`src/rtl/prio_encoder_pkg.sv`:
```
// Shared helpers for the registered priority encoder: index width, popcount
// and the round-robin pointer reset value.
package prio_encoder_pkg;

  // Widest request vector popcount() accepts; narrower vectors are zero-extended.
  localparam int POP_MAX_N = 256;

  function automatic int idx_width(input int n);
    return (n < 2) ? 1 : $clog2(n);
  endfunction

  function automatic int unsigned popcount(input logic [POP_MAX_N-1:0] v);
    int unsigned cnt;
    cnt = 0;
    for (int i = 0; i < POP_MAX_N; i++) begin
      cnt += {31'd0, v[i]};
    end
    return cnt;
  endfunction

  // Pointer resets to the top index so the first round-robin search begins at 0.
  function automatic int rr_ptr_rst(input int n);
    return n - 1;
  endfunction

endpackage

```
`src/rtl/prio_encoder_reg_if.sv`:
```
// Request/result handshake bundle for prio_encoder_reg.
// master = request source and result sink, slave = the encoder.
interface prio_encoder_reg_if #(
  parameter int N = 4
);
  localparam int IDX_W = prio_encoder_pkg::idx_width(N);

  logic             in_valid;
  logic             in_ready;
  logic [N-1:0]     req;
  logic             out_valid;
  logic             out_ready;
  logic [IDX_W-1:0] out_idx;
  logic             out_any;
  logic             out_multi;

  modport master (
    output in_valid, req, out_ready,
    input  in_ready, out_valid, out_idx, out_any, out_multi
  );

  modport slave (
    input  in_valid, req, out_ready,
    output in_ready, out_valid, out_idx, out_any, out_multi
  );

endinterface

```
`src/rtl/prio_search.sv`:
```
// Combinational circular first-set-bit search over the request vector.
// mode=0: descending from start inclusive; mode=1: ascending from start+1.
module prio_search
  import prio_encoder_pkg::*;
#(
  parameter int N = 4
) (
  input  logic [N-1:0]              req,
  input  logic [idx_width(N)-1:0]   start,
  input  logic                      mode,
  output logic [idx_width(N)-1:0]   idx,
  output logic                      any
);

  localparam int IDX_W = idx_width(N);

  always_comb begin
    int pos;
    pos = 0;
    idx = '0;
    any = 1'b0;
    for (int k = 0; k < N; k++) begin
      pos = mode ? ((int'(start) + 1 + k) % N) : ((int'(start) - k + N) % N);
      if (!any && req[pos[IDX_W-1:0]]) begin
        any = 1'b1;
        idx = pos[IDX_W-1:0];
      end
    end
  end

endmodule

```
`src/rtl/prio_encoder_reg.sv`:
```
// Registered N-to-log2(N) priority encoder with valid/ready handshake and a
// saturating multi-hot counter. Define PRIO_ENCODER_RR_EN for round-robin search.
module prio_encoder_reg
  import prio_encoder_pkg::*;
#(
  parameter int N     = 4,
  parameter int CNT_W = 8
) (
  input  logic               clk,
  input  logic               rst,
  prio_encoder_reg_if.slave  bus,
  input  logic               err_clr,
  output logic [CNT_W-1:0]   err_cnt
);

  localparam int IDX_W = idx_width(N);

  logic [IDX_W-1:0] start;
  logic             mode;
  logic [IDX_W-1:0] srch_idx;
  logic             srch_any;
  logic             multi;
  logic             accept;

  logic             vld_p1;
  logic [IDX_W-1:0] idx_p1;
  logic             any_p1;
  logic             multi_p1;

  prio_search #(.N(N)) u_search (
    .req   (bus.req),
    .start (start),
    .mode  (mode),
    .idx   (srch_idx),
    .any   (srch_any)
  );

`ifdef PRIO_ENCODER_RR_EN
  logic [IDX_W-1:0] ptr;

  // Pointer only moves on a non-empty accepted sample.
  always_ff @(posedge clk or posedge rst) begin
    if (rst) begin
      ptr <= IDX_W'(rr_ptr_rst(N));
    end else if (accept && srch_any) begin
      ptr <= srch_idx;
    end
  end

  assign start = ptr;
  assign mode  = 1'b1;
`else
  assign start = IDX_W'(N - 1);
  assign mode  = 1'b0;
`endif

  assign multi        = (popcount(POP_MAX_N'(bus.req)) >= 2);
  assign bus.in_ready = !vld_p1 || bus.out_ready;
  assign accept       = bus.in_valid && bus.in_ready;

  // ---- stage p1: result register ----
  always_ff @(posedge clk or posedge rst) begin
    if (rst) begin
      vld_p1   <= 1'b0;
      idx_p1   <= '0;
      any_p1   <= 1'b0;
      multi_p1 <= 1'b0;
    end else if (accept) begin
      vld_p1   <= 1'b1;
      idx_p1   <= srch_idx;
      any_p1   <= srch_any;
      multi_p1 <= multi;
    end else if (bus.out_ready) begin
      vld_p1   <= 1'b0;
    end
  end

  always_ff @(posedge clk or posedge rst) begin
    if (rst) begin
      err_cnt <= '0;
    end else if (err_clr) begin
      err_cnt <= '0;
    end else if (accept && multi && (err_cnt != '1)) begin
      err_cnt <= err_cnt + 1'b1;
    end
  end

  assign bus.out_valid = vld_p1;
  assign bus.out_idx   = idx_p1;
  assign bus.out_any   = any_p1;
  assign bus.out_multi = multi_p1;

endmodule
```
`src/flat_wrapper.sv`:
```
// flat-port wrapper written by rule: the top's interface ports become plain ports
module prio_encoder_reg_flat import prio_encoder_pkg::*;
#(
  parameter int N     = 4,
  parameter int CNT_W = 8
)
  (clk, rst, err_clr, err_cnt, bus_in_valid, bus_req, bus_out_ready, bus_in_ready, bus_out_valid, bus_out_idx, bus_out_any, bus_out_multi);
  prio_encoder_reg_if #(.N(N)) bus_i ();
  input  logic clk;
  input  logic rst;
  input  logic err_clr;
  output logic [CNT_W-1:0] err_cnt;
  input wire logic [$bits(bus_i.in_valid)-1:0] bus_in_valid;
  input wire logic [$bits(bus_i.req)-1:0] bus_req;
  input wire logic [$bits(bus_i.out_ready)-1:0] bus_out_ready;
  output wire logic [$bits(bus_i.in_ready)-1:0] bus_in_ready;
  output wire logic [$bits(bus_i.out_valid)-1:0] bus_out_valid;
  output wire logic [$bits(bus_i.out_idx)-1:0] bus_out_idx;
  output wire logic [$bits(bus_i.out_any)-1:0] bus_out_any;
  output wire logic [$bits(bus_i.out_multi)-1:0] bus_out_multi;
  assign bus_i.in_valid = bus_in_valid;
  assign bus_i.req = bus_req;
  assign bus_i.out_ready = bus_out_ready;
  assign bus_in_ready = bus_i.in_ready;
  assign bus_out_valid = bus_i.out_valid;
  assign bus_out_idx = bus_i.out_idx;
  assign bus_out_any = bus_i.out_any;
  assign bus_out_multi = bus_i.out_multi;
  prio_encoder_reg #(.N(N), .CNT_W(CNT_W)) u_core (.clk(clk), .rst(rst), .bus(bus_i), .err_clr(err_clr), .err_cnt(err_cnt));
endmodule
```
`config.mk`:
```
export PLATFORM = sky130hd
export DESIGN_NAME = prio_encoder_reg_flat
export DESIGN_NICKNAME = d
export VERILOG_FILES = /design/src/rtl/prio_encoder_pkg.sv /design/src/rtl/prio_encoder_reg_if.sv /design/src/rtl/prio_search.sv /design/src/rtl/prio_encoder_reg.sv /design/src/flat_wrapper.sv
export SDC_FILE = /design/constraint.sdc
export NUM_CORES = 1
export LEC_CHECK = 0
export CORE_MARGIN = 3
export CORE_UTILIZATION = 25
export CTS_CLUSTER_DIAMETER = 60
export CTS_CLUSTER_SIZE = 8
export DETAILED_ROUTE_END_ITERATION = 8
export GPL_TIMING_DRIVEN = 0
export PLACE_DENSITY_LB_ADDON = 0.25
export SYNTH_ARGS = -nofsm -noshare
export SYNTH_HDL_FRONTEND = slang
export SYNTH_SLANG_ARGS = --single-unit
```
`constraint.sdc`:
```
create_clock -name clk -period 2.2 [get_ports clk]
set_clock_uncertainty 0.1 [all_clocks]
set_input_delay 0.44 -clock clk [delete_from_list [all_inputs] [get_ports clk]]
set_output_delay 0.44 -clock clk [all_outputs]
set_load 0.03 [all_outputs]
```
==> metrics <==
status=completed; asr flop ratio synth=1.00; hpwl dp=1140 um; IO Pins=23; n_diodes=0; initial antenna violation count=0; die height=58.5 um; Cell variety after synth=24; Final Setup Violations=0; syn avg cell area=9.56 um^2; root buf cell=clkbuf_4; largest net degree at the start of global routing=14; htree depth=1; Mapped Area=688 um^2; Longest Clk Path Bufs=2; most frequent cells after synthesis=dfrtp_1, a21oi_1, nand2_1, or4_1; post-synth top area cell=dfrtp_1; number of I/O port buffers=21; most common cell in the netlist=dfrtp_1; Crit Path Max Fanout=8; Critical Path End Type=register; cells after synthesis=72; Core Footprint=2540 um^2; final hold vios=0; CTS buffer count=3; Worst-Margin Slew=0.512 ns; RSZ-0062 raised after global routing=false; Critical Path RT=2.30 ns; yosys warns=0; P per Cell Area=540 nW/um^2; Final ANT Viol Nets=0; Initial Util=0.270; Slew Viols, Final=0; worst hold path type=input port to asynchronous set/reset pin; post-route clock period utilization=0.947; prevailing post-synth register cell=dfrtp_1; final instance area=992 um^2; # Post-CTS Setup Buffers=0; detailed-route DRC error count=0; initial detailed-routing violation count=22; GPL Wtd Cong=0.721; first-pass GRT wire length=approximately 2700 um; crit start category=input port; critical setup path kind=input port to register; DRT Pass-1 Iters=4; FMAX=0.480 GHz; peak supply drop=about 0.3 mV; die area=3420 um^2; wire per inst=12.0 um; Layout area overhead=44.2%; Fillers=267; routed via count=around 650; Post-Route WL=1520 um; Worst EP arrival=2.19 ns; sequential area share after synthesis=0.473; number of synthesized flops with an enable pin=0; Yosys top cell area share=0.473; worst skew pair latency=0.28 ns; DP Cell Count=123; placed cell area=936 um^2; share of cells above drive strength 1=0.103; slew margin rel.=0.659; Pleak=0.000391 uW; total global-route track usage=0.104; number of global-route vias before repair=around 650; Syn Nets=between 80 and 90; vias per std cell=5.09; #FFs+latches synth=13; Layout Nets=110; Synth area leaders=dfrtp_1, or4_1, a21oi_1; FP Rows=18; WHS=0.383 ns; GRT Residual Overflow=0; MaxCap Viol Count=0; CTS tree=yes; clk slew on worst S/H paths=0.08 ns; die width=58.5 um; Tmin final=2.08 ns; final non-filler cell total=127; clk sink count=13
==> worst paths after layout <==
check,start,end,slack [ns],cells after the start
max,bus_req[1],u_core.err_cnt[4],0.12,7
min,rst,u_core.bus.out_valid,0.38,2
max reg2reg,u_core.err_cnt[0],u_core.err_cnt[5],0.31,6
min reg2reg,u_core.bus.out_multi,u_core.bus.out_multi,0.39,2
max in group asynchronous,rst,u_core.bus.out_idx[0],1.27,2
min in group clk,u_core.bus.out_multi,u_core.bus.out_multi,0.39,2
==> worst max-delay path, cell delays in order <==
cell and delay [ns]:
dlygate4sd2_1 0.26, ha_1 0.30, ha_1 0.28, a211o_1 0.16, nand3_4 0.11, or4_1 0.51
a21oi_1 0.13
==> through the flow <==
| step | setup TNS (ns) | setup slack [ns] | total power (uW) | util |
|---|---|---|---|---|
| 6_report | 0 | 0.117 | 536 | 0.390 |
| 5_1_grt | 0 | 0.0186 | 570 | 0.390 |
| 4_1_cts | 0 | 0.116 | 547 | 0.390 |
| 3_5_place_dp | -4.13 | -0.541 | 390 | 0.368 |
| 3_3_place_gp | -4.15 | -0.540 | 390 | 0.368 |
| 2_1_floorplan | 0 | 0.123 | 333 | - |
==> state kept, by name, indices dropped and copies added (netlist names) <==
name,count
u_core.bus.out_valid,1
u_core.bus.out_any,1
u_core.err_cnt,8
u_core.bus.out_multi,1
u_core.bus.out_idx,2
==> cell families (layout without fill, tap and decap cells) <==
| logic type | count (synthesis) | in the layout | share of synthesized area |
|---|---|---|---|
| AO/OA/AOI/OAI | 21 | 21 | 0.195 |
| flip-flops | 13 | 13 | 0.473 |
| AND/OR/NAND/NOR | 28 | 28 | 0.238 |
| adder cells (fa/ha/maj) | 3 | 3 | 0.0546 |
| buffers and inverters | 7 | 32 | 0.0400 |
==> placed cells by master (no fill, tap or decap), drive strengths merged, types with 2 or more instances in the layout <==
master and n:
a21oi 8, buf 2, clkbuf 5, clkdlybuf4s50 18, dfrtp 13, dlygate4sd2 3, ha 3, inv 4
nand2 8, nand2b 2, nand3 4, nor2 2, o21ai 4, o31ai 4, o41ai 2, or4 6
==> final cells by class <==
class,count,area (um^2),share of cell area
Clock buffer,4,26.3,0.0265
Tap cell,30,37.5,0.0378
Sequential cell,13,325,0.328
Inverter,4,15.0,0.0151
Timing Repair Buffer,21,206,0.208
Multi-Input combinational cell,52,363,0.366
Buffer,3,18.8,0.0189
==> where the power goes <==
group          leakage (uW)  internal, uW  switching [uW]
Sequential         0.000169           253            10.5
Clock             0.0000150          70.4            77.4
Combinational      0.000207          53.0            71.9
Total              0.000391           376             160
==> metal layers <==
layer,global-route usage,part of all wire,vias up
met5,0,0,-
met3,0.0263,0.078,3
met1,0.144,0.52,300
met4,0.0497,0.020,0
li1,-,-,318
met2,0.148,0.38,25
==> repair_timing <==
action                                  4_1_cts  5_1_grt
endpoints found under the setup margin        9        0
gates resized for setup                       9        0
endpoints found under the hold margin         0        0
hold buffers                                  0        0
(Power assumes the default switching activity.)
